$ cat src/rtl/mc_ctrl_pkg.sv
`default_nettype none
// ============================================================================
// Module      : mc_ctrl_pkg
// Description : Shared definitions for the multi-cycle controller.
//               - FSM state enum and instruction class enum
//               - Opcode / funct field constants
//               - ALUOp, ExtOp and PCSel output codes
// Revision    : 1.0 - initial release
// ============================================================================
package mc_ctrl_pkg;

    typedef enum logic [2:0] {
        ST_FETCH  = 3'd0,
        ST_DECODE = 3'd1,
        ST_EXEC   = 3'd2,
        ST_MEM    = 3'd3,
        ST_WB     = 3'd4
    } state_t;

    typedef enum logic [3:0] {
        CLS_ILLEGAL = 4'd0,
        CLS_ADDU    = 4'd1,
        CLS_SUBU    = 4'd2,
        CLS_JR      = 4'd3,
        CLS_ORI     = 4'd4,
        CLS_LUI     = 4'd5,
        CLS_LW      = 4'd6,
        CLS_SW      = 4'd7,
        CLS_BEQ     = 4'd8,
        CLS_J       = 4'd9,
        CLS_JAL     = 4'd10
    } instr_class_t;

    // Opcode field values
    localparam logic [5:0] c_op_rtype = 6'b000000;
    localparam logic [5:0] c_op_ori   = 6'b001101;
    localparam logic [5:0] c_op_lui   = 6'b001111;
    localparam logic [5:0] c_op_lw    = 6'b100011;
    localparam logic [5:0] c_op_sw    = 6'b101011;
    localparam logic [5:0] c_op_beq   = 6'b000100;
    localparam logic [5:0] c_op_j     = 6'b000010;
    localparam logic [5:0] c_op_jal   = 6'b000011;

    // Funct field values for R-type
    localparam logic [5:0] c_funct_addu = 6'b100001;
    localparam logic [5:0] c_funct_subu = 6'b100011;
    localparam logic [5:0] c_funct_jr   = 6'b001000;

    // ALU operation codes
    localparam logic [3:0] c_aluop_add = 4'd0;
    localparam logic [3:0] c_aluop_sub = 4'd1;
    localparam logic [3:0] c_aluop_or  = 4'd2;
    localparam logic [3:0] c_aluop_lui = 4'd3;

    // Immediate extension codes
    localparam logic [1:0] c_extop_zero = 2'd0;
    localparam logic [1:0] c_extop_sign = 2'd1;
    localparam logic [1:0] c_extop_high = 2'd2;

    // PC source select codes
    localparam logic [1:0] c_pcsel_pc4    = 2'd0;
    localparam logic [1:0] c_pcsel_branch = 2'd1;
    localparam logic [1:0] c_pcsel_jump   = 2'd2;
    localparam logic [1:0] c_pcsel_reg    = 2'd3;

endpackage : mc_ctrl_pkg
`default_nettype wire

$ cat src/rtl/mc_decode.sv
`default_nettype none
// ============================================================================
// Module      : mc_decode
// Description : Maps the instruction register Op/Funct fields onto an
//               instruction class. Anything outside the supported set
//               decodes to CLS_ILLEGAL.
// Ports       : op[5:0], funct[5:0] - instruction fields (in)
//               instr_class         - decoded class (out)
// Revision    : 1.0 - initial release
// ============================================================================
module mc_decode
    import mc_ctrl_pkg::*;
(
    input  logic [5:0]   op,
    input  logic [5:0]   funct,
    output instr_class_t instr_class
);

    always_comb begin
        instr_class = CLS_ILLEGAL;
        case (op)
            c_op_rtype: begin
                case (funct)
                    c_funct_addu: instr_class = CLS_ADDU;
                    c_funct_subu: instr_class = CLS_SUBU;
                    c_funct_jr:   instr_class = CLS_JR;
                    default:      instr_class = CLS_ILLEGAL;
                endcase
            end
            c_op_ori: instr_class = CLS_ORI;
            c_op_lui: instr_class = CLS_LUI;
            c_op_lw:  instr_class = CLS_LW;
            c_op_sw:  instr_class = CLS_SW;
            c_op_beq: instr_class = CLS_BEQ;
            c_op_j:   instr_class = CLS_J;
            c_op_jal: instr_class = CLS_JAL;
            default:  instr_class = CLS_ILLEGAL;
        endcase
    end

endmodule : mc_decode
`default_nettype wire

$ cat src/rtl/mc_ctrl.sv
`default_nettype none
// ============================================================================
// Module      : mc_ctrl
// Description : Multi-cycle processor control unit. Five-state FSM
//               (FETCH, DECODE, EXEC, MEM, WB), control output decode and
//               retired-instruction counter.
// Ports       : Clk, Reset (async, active low)
//               Op, Funct      - instruction register fields
//               Equal          - ALU compare flag (EXEC)
//               MemReady       - memory completion (FETCH, MEM)
//               PCWrite..IllegalInstr, ALUOp, ExtOp, PCSel - control outputs
//               InstrCount     - retired-instruction counter
// Revision    : 1.0 - initial release
// ============================================================================
module mc_ctrl
    import mc_ctrl_pkg::*;
(
    input  logic        Clk,
    input  logic        Reset,
    input  logic [5:0]  Op,
    input  logic [5:0]  Funct,
    input  logic        Equal,
    input  logic        MemReady,
    output logic        PCWrite,
    output logic        IRWrite,
    output logic        MemRead,
    output logic        MemWrite,
    output logic        RegWrite,
    output logic        RegDst,
    output logic        ALUsrc,
    output logic        MemtoReg,
    output logic        Link,
    output logic        IllegalInstr,
    output logic [3:0]  ALUOp,
    output logic [1:0]  ExtOp,
    output logic [1:0]  PCSel,
    output logic [31:0] InstrCount
);

    state_t       r_state;
    logic [31:0]  r_instr_count;
    instr_class_t w_class;
    logic         w_retire;
    logic         w_ends_in_exec;
    logic         w_needs_mem;

    mc_decode u_decode (
        .op          (Op),
        .funct       (Funct),
        .instr_class (w_class)
    );

    // Control transfers complete in EXEC; loads/stores continue to MEM.
    assign w_ends_in_exec = (w_class == CLS_BEQ) || (w_class == CLS_J) ||
                            (w_class == CLS_JAL) || (w_class == CLS_JR);
    assign w_needs_mem    = (w_class == CLS_LW) || (w_class == CLS_SW);

    // Final cycle of each instruction kind: EXEC for jumps/branches, the
    // completing MEM cycle for sw, WB for everything that writes a register.
    assign w_retire = ((r_state == ST_EXEC) && w_ends_in_exec) ||
                      ((r_state == ST_MEM) && (w_class == CLS_SW) && MemReady) ||
                      (r_state == ST_WB);

    always_ff @(posedge Clk or negedge Reset) begin
        if (!Reset) begin
            r_state       <= ST_FETCH;
            r_instr_count <= 32'd0;
        end else begin
            if (w_retire) begin
                r_instr_count <= r_instr_count + 32'd1;
            end
            case (r_state)
                ST_FETCH:  r_state <= MemReady ? ST_DECODE : ST_FETCH;
                ST_DECODE: r_state <= (w_class == CLS_ILLEGAL) ? ST_FETCH : ST_EXEC;
                ST_EXEC: begin
                    if (w_needs_mem) begin
                        r_state <= ST_MEM;
                    end else if (w_ends_in_exec) begin
                        r_state <= ST_FETCH;
                    end else begin
                        r_state <= ST_WB;
                    end
                end
                ST_MEM: begin
                    if (MemReady) begin
                        r_state <= (w_class == CLS_LW) ? ST_WB : ST_FETCH;
                    end
                end
                ST_WB:   r_state <= ST_FETCH;
                default: r_state <= ST_FETCH;
            endcase
        end
    end

    assign InstrCount = r_instr_count;

    // Output decode. Everything is gated by Reset so the outputs fall to
    // zero the instant Reset goes low, without waiting for the state flop.
    always_comb begin
        PCWrite      = 1'b0;
        IRWrite      = 1'b0;
        MemRead      = 1'b0;
        MemWrite     = 1'b0;
        RegWrite     = 1'b0;
        RegDst       = 1'b0;
        ALUsrc       = 1'b0;
        MemtoReg     = 1'b0;
        Link         = 1'b0;
        IllegalInstr = 1'b0;
        ALUOp        = c_aluop_add;
        ExtOp        = c_extop_zero;
        PCSel        = c_pcsel_pc4;
        if (Reset) begin
            case (r_state)
                ST_FETCH: begin
                    MemRead = 1'b1;
                    if (MemReady) begin
                        IRWrite = 1'b1;
                        PCWrite = 1'b1;
                        PCSel   = c_pcsel_pc4;
                    end
                end
                ST_DECODE: begin
                    IllegalInstr = (w_class == CLS_ILLEGAL);
                end
                ST_EXEC: begin
                    case (w_class)
                        CLS_ADDU: ALUOp = c_aluop_add;
                        CLS_SUBU: ALUOp = c_aluop_sub;
                        CLS_ORI: begin
                            ALUOp  = c_aluop_or;
                            ALUsrc = 1'b1;
                            ExtOp  = c_extop_zero;
                        end
                        CLS_LUI: begin
                            ALUOp  = c_aluop_lui;
                            ALUsrc = 1'b1;
                            ExtOp  = c_extop_high;
                        end
                        CLS_LW, CLS_SW: begin
                            ALUOp  = c_aluop_add;
                            ALUsrc = 1'b1;
                            ExtOp  = c_extop_sign;
                        end
                        CLS_BEQ: begin
                            ALUOp   = c_aluop_sub;
                            ExtOp   = c_extop_sign;
                            PCSel   = c_pcsel_branch;
                            PCWrite = Equal;
                        end
                        CLS_J: begin
                            PCWrite = 1'b1;
                            PCSel   = c_pcsel_jump;
                        end
                        CLS_JAL: begin
                            PCWrite  = 1'b1;
                            PCSel    = c_pcsel_jump;
                            RegWrite = 1'b1;
                            Link     = 1'b1;
                        end
                        CLS_JR: begin
                            PCWrite = 1'b1;
                            PCSel   = c_pcsel_reg;
                        end
                        default: ;
                    endcase
                end
                ST_MEM: begin
                    MemRead  = (w_class == CLS_LW);
                    MemWrite = (w_class == CLS_SW);
                end
                ST_WB: begin
                    RegWrite = 1'b1;
                    RegDst   = (w_class == CLS_ADDU) || (w_class == CLS_SUBU);
                    MemtoReg = (w_class == CLS_LW);
                end
                default: ;
            endcase
        end
    end

endmodule : mc_ctrl
`default_nettype wire

$ cat config.mk
export PLATFORM = sky130hd
export DESIGN_NAME = mc_ctrl
export DESIGN_NICKNAME = d
export VERILOG_FILES = /design/src/rtl/mc_ctrl_pkg.sv /design/src/rtl/mc_decode.sv /design/src/rtl/mc_ctrl.sv
export SDC_FILE = /design/constraint.sdc
export NUM_CORES = 1
export LEC_CHECK = 0
export BUFFER_PORTS_ARGS = -buffer_cell sky130_fd_sc_hd__buf_2
export CAP_MARGIN = 15
export CELL_PAD_IN_SITES_DETAIL_PLACEMENT = 0
export CELL_PAD_IN_SITES_GLOBAL_PLACEMENT = 1
export CORE_ASPECT_RATIO = 0.9
export CORE_MARGIN = 1
export CORE_UTILIZATION = 29
export DETAILED_ROUTE_END_ITERATION = 7
export PLACE_DENSITY_LB_ADDON = 0.1
export SETUP_SLACK_MARGIN = 0.02
export SKIP_LAST_GASP = 1
export SYNTH_ARGS = -nofsm -noshare
export SYNTH_HDL_FRONTEND = slang
export SYNTH_SLANG_ARGS = --single-unit
$ cat constraint.sdc
create_clock -name Clk -period 3 [get_ports Clk]
set_clock_uncertainty 0.2 [all_clocks]
set_input_delay 0.75 -clock Clk [delete_from_list [all_inputs] [get_ports Clk]]
set_output_delay 0.75 -clock Clk [all_outputs]
set_load 0.05 [all_outputs]
---- Word level (Yosys, flattened, before mapping) ----
Index checks and enable logic that the tools add are counted.
word-level totals
  bits in registers ....................... 35
  input bits .............................. 16
  output and inout port bits .............. 50
  logic and storage cells ................. 88
operators by class
  $add $sub $neg .......................... 1
  equality and inequality tests ........... 25
  multiplexer cells ....................... 42
  reduce and logical (&&, ||, !) cells .... 18
operators with widths
  cell                     count
  $add A32 B1 Y32 const B  1
  $pmux W4 S8              1
  $eq A6 B6 Y1 const B     4
  $mux W1                  21
  $eq A6 B4 Y1 const B     3
  $pmux W2 S3              3
  $eq A4 B3 Y1 const B     4
  $mux W2                  7
  $eq A4 B4 Y1 const B     3
  $eq A6 B2 Y1 const B     2
  $mux W3                  4
  $pmux W3 S4              1
  $eq A4 B2 Y1 const B     2
  $pmux W1 S2              4
  $logic_or A1 B1 Y1       7
  $eq A3 B2 Y1 const B     2
  $eq A6 B3 Y1 const B     1
  $logic_not A6 Y1         1
  $reduce_or A3 Y1         2
  $eq A4 B1 Y1 const B     1
  $logic_not A4 Y1         1
  $pmux W2 S2              1
  $reduce_or A2 Y1         2
  $reduce_or A4 Y1         1
  5 further kinds          7

---- Longest topological paths before layout ----
Gate-level depths: netlist of the first run.
  depth in word-level cells ............... 10
  gate-level depth with buffers ........... 8

---- Cells and area by module ----
Synthesis of the first run repeated with hierarchy kept, for this count alone.
unflattened totals
  cell total of the unflattened synthesis .. 239
  area total of the unflattened synthesis .. 2180.8 um^2
by module, submodules not included
  module     instances  cells an instance  area an instance (um^2)
  mc_ctrl    1          214                2013.2
  mc_decode  1          25                 167.7

---- Worst setup path before layout of the first run ----
No wires, ideal clock.
  path type ............................... in2out
  start point ............................. input Op[5]
  end point ............................... output RegWrite
  arrival time ............................ 3296 ps
  required time ........................... 2050 ps
  setup slack ............................. -1246 ps
  cell stages on the path ................. 7
  path through ............................ buf_4 nor4_1 o211a_1 o22a_1 nand2_1 nor3_1 nand2b_1
between the ends
  word-level cells in the longest chain between the ends .. 6
  elaborated cells between the ends (all ways) .. 13
  classes of those cells .................. 8 x eq/ne; 4 x mux; 1 x reduce/logical
ends and longest elaborated chain
  element                                     line             text
  from (decl)                                 mc_ctrl.sv:20    input logic [5:0] Op,
  $eq A6 B2 Y1, or another cell as far along  mc_decode.sv:21  case (op)
  $pmux W4 S8 *                               mc_decode.sv:21
  $eq A4 B4 Y1 *                              mc_ctrl.sv:127   case (w_class)
  $mux W1 *                                   mc_ctrl.sv:127
  $pmux W1 S2 *                               mc_ctrl.sv:114   case (r_state)
  $mux W1 *                                   mc_ctrl.sv:113   if (Reset) begin
  to (decl)                                   mc_ctrl.sv:28    output logic RegWrite,
Every way passes the cells marked *; elsewhere a longest branch is shown, timed or not.

---- Worst setup path after layout of the first run ----
  start point ............................. input Op[0]
  end point ............................... output ALUOp[0]
between the ends
  word-level cells in the longest chain between the ends .. 7
  elaborated cells between the ends (all ways) .. 17
  classes of those cells .................. 11 x eq/ne; 4 x mux; 2 x reduce/logical
ends and longest elaborated chain
  element                                       line             text
  $eq A6 B2 Y1, or another cell as far along    mc_decode.sv:21
  $pmux W4 S8 *                                 mc_decode.sv:21
  $eq A4 B4 Y1 or $eq A4 B2 Y1 (tied branches)  mc_ctrl.sv:127
  $reduce_or A2 Y1 (no line)                    n/a
  $pmux W2 S3 *                                 mc_ctrl.sv:127
  $mux W2 *                                     mc_ctrl.sv:114
  $mux W2 *                                     mc_ctrl.sv:113
  to (decl)                                     mc_ctrl.sv:34    output logic [3:0] ALUOp,
Marked as above.

==> out/qor.yml, run 1 <==
synthTopCellsByArea: "dfrtp_1, xor2_1, nor4_2"
drive_above_1_share: 0.556
violations: "negative setup slack"
power_density_nw_per_um2: 358
hold_viol: 0
ys_warn_count: 0
cp_max_fo: 3
seq_power_share: 0.394
synth-async-reset-ratio: 1.00
cts_hold_buf: 0
fin_util: 0.508
yosys_most_used_dff: "dfrtp_1"
routabilityCongestion: 0.778
place_ws_ns: -0.479
initial_core_util: 0.302
h-tree-depth: 2
power_frac_comb: 0.356
wl_mm: 6.64
avgSynthCellArea_um2: 9.62
power.internal_w: 0.000858
ys_types: 55
grt_max_degree: 36
syn_area_um2: 2300
worstMarginPinSlew_ns: 0.627
grt_use_met2: 0.239
max_freq_mhz: 296
yosys.area.top_type: "dfrtp_1"
grt_pass1_wl_mm: 10.6
rows: 30
timing.final.crit_share: 1.12
synth_common_cells: "dfrtp_1, xor2_1, nand2_1"
syn2layout_area_growth_pct: 68.2
dieArea_um2: 8290
synth_edf_count: 0
maxCapViolCount: 0
ys_ff_latch: 35
p_sw_w: 0.000526
synth_top_area_frac: 0.381
cts_buffer_depth: 2
ios: 66
antenna_found_initial: 0
detail_route.vias_per_cell: 4.84
finalPower_w: 0.00138
place_inst: 431
layout_setup_ws_ns: -0.373
required_ns: 2.05
clock_latency_ns: 0.28
relSlewSlack: 0.581
grt_pass1_vias: 2120
startpoint_type: "input port"
busiest_layer: "met1"
gr-total-overflow: 0
synth-seq-area-share: 0.381
p_clk_frac: 0.250
cts_tree: "done"
p_sw_frac: 0.380
root_buffer: "clkbuf_8"
dieHeight_um: 86.5
layoutNonFillerInstCount: 452
cts.sinks: 35
postRouteAntennaNets: 0
fin_crit_ns: 3.37
core_um2: 7620
grt_use_met3: 0.0342
hpwl_mm: 4.64
crit_arrival_ns: 2.42
vdd_drop_max_uv: 271
end_kind: "output port"
num-nets-final: 373
vias: 2189
power_leakage_nw: 1.79
clk_pin_slew_ns: 0.07
die_w_um: 95.9
hold_ws_ns: 0.268
grt_usage: 0.167
port_buffers: 63
drtIter0Drc: 72
synth_most_common_cell: "dfrtp_1"
report.final.slew_viol_count: 0
drc: 0
wl_per_cell_um: 14.7
diodes: 0
synthCells: 239
cts_buffers: 5
path_class: "in2out"
rsz0062_at_grt: "yes"
drt_pass1_iterations: 4
use_met1: 0.260
setup_violations: 39
status: "finished with violations"
hold_path.class: "reg2reg"
## stage by stage
step | setup TNS [ns] | instance area, um2
4_1_cts | -5.66 | 3490
3_3_place_gp | -9.30 | 3200
3_5_place_dp | -9.88 | 3200
2_1_floorplan | -2.00 | 2480
5_1_grt | -9.47 | 3870
6_report | -5.84 | 3870
## what timing repair did
item	CTS	global route
setup endpoints to repair	17	46
buffers inserted	5	9
pin swaps	12	12
resized for setup	45	57
## routing by layer
| metal | routed length (um) | share of wire | vias up |
|---|---|---|---|
| li1 | - | - | 1100 |
| met5 | 0 | 0 | - |
| met2 | 2940 | 0.44 | 40 |
| met1 | 3430 | 0.52 | 1045 |
| met3 | 223 | 0.034 | 4 |
| met4 | 40 | 0.0060 | 0 |
## worst max-delay path: stages
cell,delay (ns)
buf_6,0.10
or4_4,0.52
a311oi_2,0.23
a21oi_2,0.09
nand2b_4,0.16
o22a_1,0.24
a21oi_4,0.16
buf_6,0.17
## logic make-up after synthesis
kind of cell / after synthesis / synth area share
simple gates: 125 / 0.361
compound gates: 28 / 0.0854
fa+ha+maj: 1 / 0.00544
xor+xnor: 31 / 0.118
mux: 2 / 0.00925
buf+inv: 16 / 0.0386
other cells: 1 / 0.00163
flops: 35 / 0.381
## worst paths after layout
path,from,end,slack [ns],cells past startpoint
max,Op[0],ALUOp[0],-0.37,8
min,InstrCount[31],InstrCount[31],0.27,1
max reg2reg,r_state[2],InstrCount[24],0.62,9
min reg2reg,InstrCount[31],InstrCount[31],0.27,1
max in group asynchronous,Reset,r_state[1],1.81,3
min in group asynchronous,Reset,InstrCount[31],0.45,3
## final cells by class
type,count,area (um2)
clock buffer,6,82.6
multi-input combinational,189,1830
fill,735,3750
timing repair buffer,120,937
tap,96,120
sequential,35,876
inverter,5,18.8
clock inverter,1,5.00
## state kept, by name, indices dropped and copies added (netlist names)
signal      count
InstrCount     32
r_state         3
## power groups by stage
stage               Sequential (W)  Clock, W  Combinational (W)
floorplan                 0.000620         0           0.000202
global placement          0.000555         0           0.000414
detailed placement        0.000554         0           0.000415
CTS                       0.000545  0.000362           0.000443
global route              0.000552  0.000386           0.000528
finish                    0.000546  0.000346           0.000492
## placed cells by master, fill, tap and decap left out, types with 3 or more instances in the layout
cell type,n
buf_12,4
dfrtp_1,35
inv_1,4
clkbuf_8,6
a21oi_1,3
a21oi_4,3
nor3b_4,3
buf_4,48
nor4b_4,6
nor3_4,6
nor3_1,4
nand2_1,24
nand4_1,5
nor2b_1,3
a21oi_2,3
xor2_1,27
o21ai_0,3
nand4b_1,3
buf_6,17
nor2_2,4
nand3_1,5
xnor2_1,4
nand2b_1,4
buf_2,46
buf_8,5
nor4_4,12
and3_1,6
nor2_1,7
nand3_4,3
nor3_2,4
nand3b_1,3
No activity file was read; power rests on OpenSTA's default activity.
==> run 2, diff against run 1 <==
--- a/config.mk
+++ b/config.mk
@@ -14,7 +14,8 @@
 export CORE_UTILIZATION = 29
 export DETAILED_ROUTE_END_ITERATION = 7
 export PLACE_DENSITY_LB_ADDON = 0.1
-export SETUP_SLACK_MARGIN = 0.02
+export SETUP_SLACK_MARGIN = 0.5
+export SKIP_CTS_REPAIR_TIMING = 1
 export SKIP_LAST_GASP = 1
 export SYNTH_ARGS = -nofsm -noshare
 export SYNTH_HDL_FRONTEND = slang
==> run 2 against run 1 <==
Net effect: the run still ends with negative setup slack left; clock power rose by 3%; register-to-register slack improved by 0.07 ns; power rose by 1.1%; first-iteration DRC count fell by 1.4%; sequential share of layout area is 0.14 points lower; setup slack gained 0.020 ns; fmax increased by 0.61%; via count barely moved; sequential power decreased by 0.7%; combinational power rose by 2%; highest routed layer is now met3.
==> out/qor.yml, run 2 (synthesis results as in run 1) <==
status: "finished with violations"  # unchanged
violations: "negative setup slack"  # unchanged
maxCapViolCount: 0  # unchanged
diodes: 0  # unchanged
report.final.slew_viol_count: 0  # unchanged
drt_pass1_iterations: 4  # unchanged
required_ns: 2.05  # about the same
rsz0062_at_grt: "yes"  # unchanged
cts_buffers: 5  # unchanged
clock_latency_ns: 0.29  # was 0.28 ns
timing.final.crit_share: 1.12  # about the same
wl_mm: 6.43  # was 6.64 mm
hold_depth: 1  # unchanged
h-tree-depth: 2  # unchanged
power_density_nw_per_um2: 358  # about the same
initial_core_util: 0.302  # unchanged
fillers: 713  # was 735
r2r_cells: 6  # was 9
grt_pass1_vias: 1935  # was 2120
grt_max_degree: 39  # was 36
hpwl_mm: 4.74  # was 4.64 mm
layoutNonFillerInstCount: 452  # unchanged
die_w_um: 95.9  # unchanged
vdd_drop_max_uv: 171  # was 271 uV
place_inst: 431  # unchanged
port_buffers: 63  # unchanged
layout_commonest_cell: "buf_2"  # was buf_4
startpoint_type: "input port"  # unchanged
placed_area_um2: 3410  # was 3200 um2
worstReg2RegStart: "InstrCount[0]"  # was r_state[2]
hold_path_end: "InstrCount[31]"  # unchanged
power_leakage_nw: 1.78  # was 1.79 nW
routabilityCongestion: 0.794  # was 0.778
drc: 0  # unchanged
hold_path.class: "reg2reg"  # unchanged
drtIter0Drc: 71  # was 72
crit_arrival_ns: 2.40  # was 2.42 ns
hold_viol: 0  # unchanged
hold_path.startpoint: "InstrCount[31]"  # unchanged
cts.sinks: 35  # unchanged
drive_above_1_share: 0.562  # was 0.556
hold_ws_ns: 0.268  # about the same
fin_util: 0.512  # was 0.508
end_kind: "output port"  # unchanged
cts_buffer_depth: 2  # unchanged
grt_pass1_wl_mm: 9.97  # was 10.6 mm
layout_setup_ws_ns: -0.353  # was -0.373 ns
detail_route.vias_per_cell: 4.85  # was 4.84
clk_pin_slew_ns: 0.07  # about the same
dieArea_um2: 8290  # unchanged
gr-total-overflow: 0  # unchanged
num-nets-final: 372  # was 373
wl_per_cell_um: 14.2  # was 14.7 um
cp_max_fo: 4  # was 3
cts_tree: "done"  # unchanged
path_class: "in2out"  # unchanged
design_area_um2: 3900  # was 3870 um2
postRouteAntennaNets: 0  # unchanged
rrSetupSlack_ns: 0.69  # was 0.62 ns
grt_usage: 0.156  # was 0.167
rows: 30  # unchanged
fin_crit_ns: 3.35  # was 3.37 ns
core_um2: 7620  # unchanged
r2r_end: "InstrCount[20]"  # was InstrCount[24]
setup_violations: 13  # was 39
ios: 66  # unchanged
dieHeight_um: 86.5  # unchanged
largest_reg_flops: 32  # unchanged
vias: 2190  # was 2189
root_buffer: "clkbuf_8"  # unchanged
syn2layout_area_growth_pct: 69.7  # was 68.2%
antenna_found_initial: 0  # unchanged
finalSetupTns_ns: -3.10  # was -5.84 ns
max_freq_mhz: 298  # was 296 MHz
final_cell_mix: "buf_2, buf_4, dfrtp_1"  # was buf_4, buf_2, dfrtp_1
[run 2: cell types whose count changed in the layout (fill, tap and decap cells not counted), moves of 3 or more]
cell    change
nor2_4      +3
buf_4       -4
nor2_2      -3
buf_6       +3
[run 2: metrics by stage]
step / setup slack (ns) / power [W]
after global placement: -0.466 / 0.00100
after CTS: -0.499 / 0.00137
final: -0.353 / 0.00140
after global routing: -0.422 / 0.00148
after detailed placement: -0.497 / 0.00100
after floorplan: -0.290 / 0.000852
[run 2: layer usage]
metal  up-vias  routed length, um  track usage
met4         0                  0       0.0204
met3         0                283       0.0386
li1       1099                  -            -
met1      1046               3450        0.252
met2        45               2700        0.210
met5         -                  0            0
[run 2: where the power goes]
group	switching, W	total, W	internal (W)
Sequential	0.0000386	0.000542	0.000504
Clock	0.000169	0.000355	0.000185
Combinational	0.000319	0.000502	0.000183
Total	0.000527	0.00140	0.000872
[run 2: how the worst max path moves through the flow]
stage	from	endpoint	slack (ns)
2_1_floorplan	Op[0]	RegWrite	-0.29
3_5_place_dp	Funct[0]	IllegalInstr	-0.50
5_1_grt	Op[0]	ALUOp[0]	-0.42
6_report	Op[0]	ALUOp[0]	-0.35
3_3_place_gp	Op[0]	PCWrite	-0.47
4_1_cts	Funct[0]	IllegalInstr	-0.50
[run 2: cell type report]
type / instances / area (um2) / share of cell area
multi-input cells: 189 / 1840 / 0.471
repair buffers: 119 / 953 / 0.244
flip-flops and latches: 35 / 878 / 0.225
clock inverters: 1 / 5.00 / 0.00128
inverters: 5 / 22.5 / 0.00577
clock buffers: 7 / 86.3 / 0.0221
well taps: 96 / 120 / 0.0308
[run 2: critical path, stage by stage]
cell      delay [ns]
buf_6           0.10
or4_4           0.53
a311oi_2        0.23
a21oi_2         0.09
nand2b_4        0.18
o22a_1          0.24
a21oi_4         0.12
buf_6           0.16
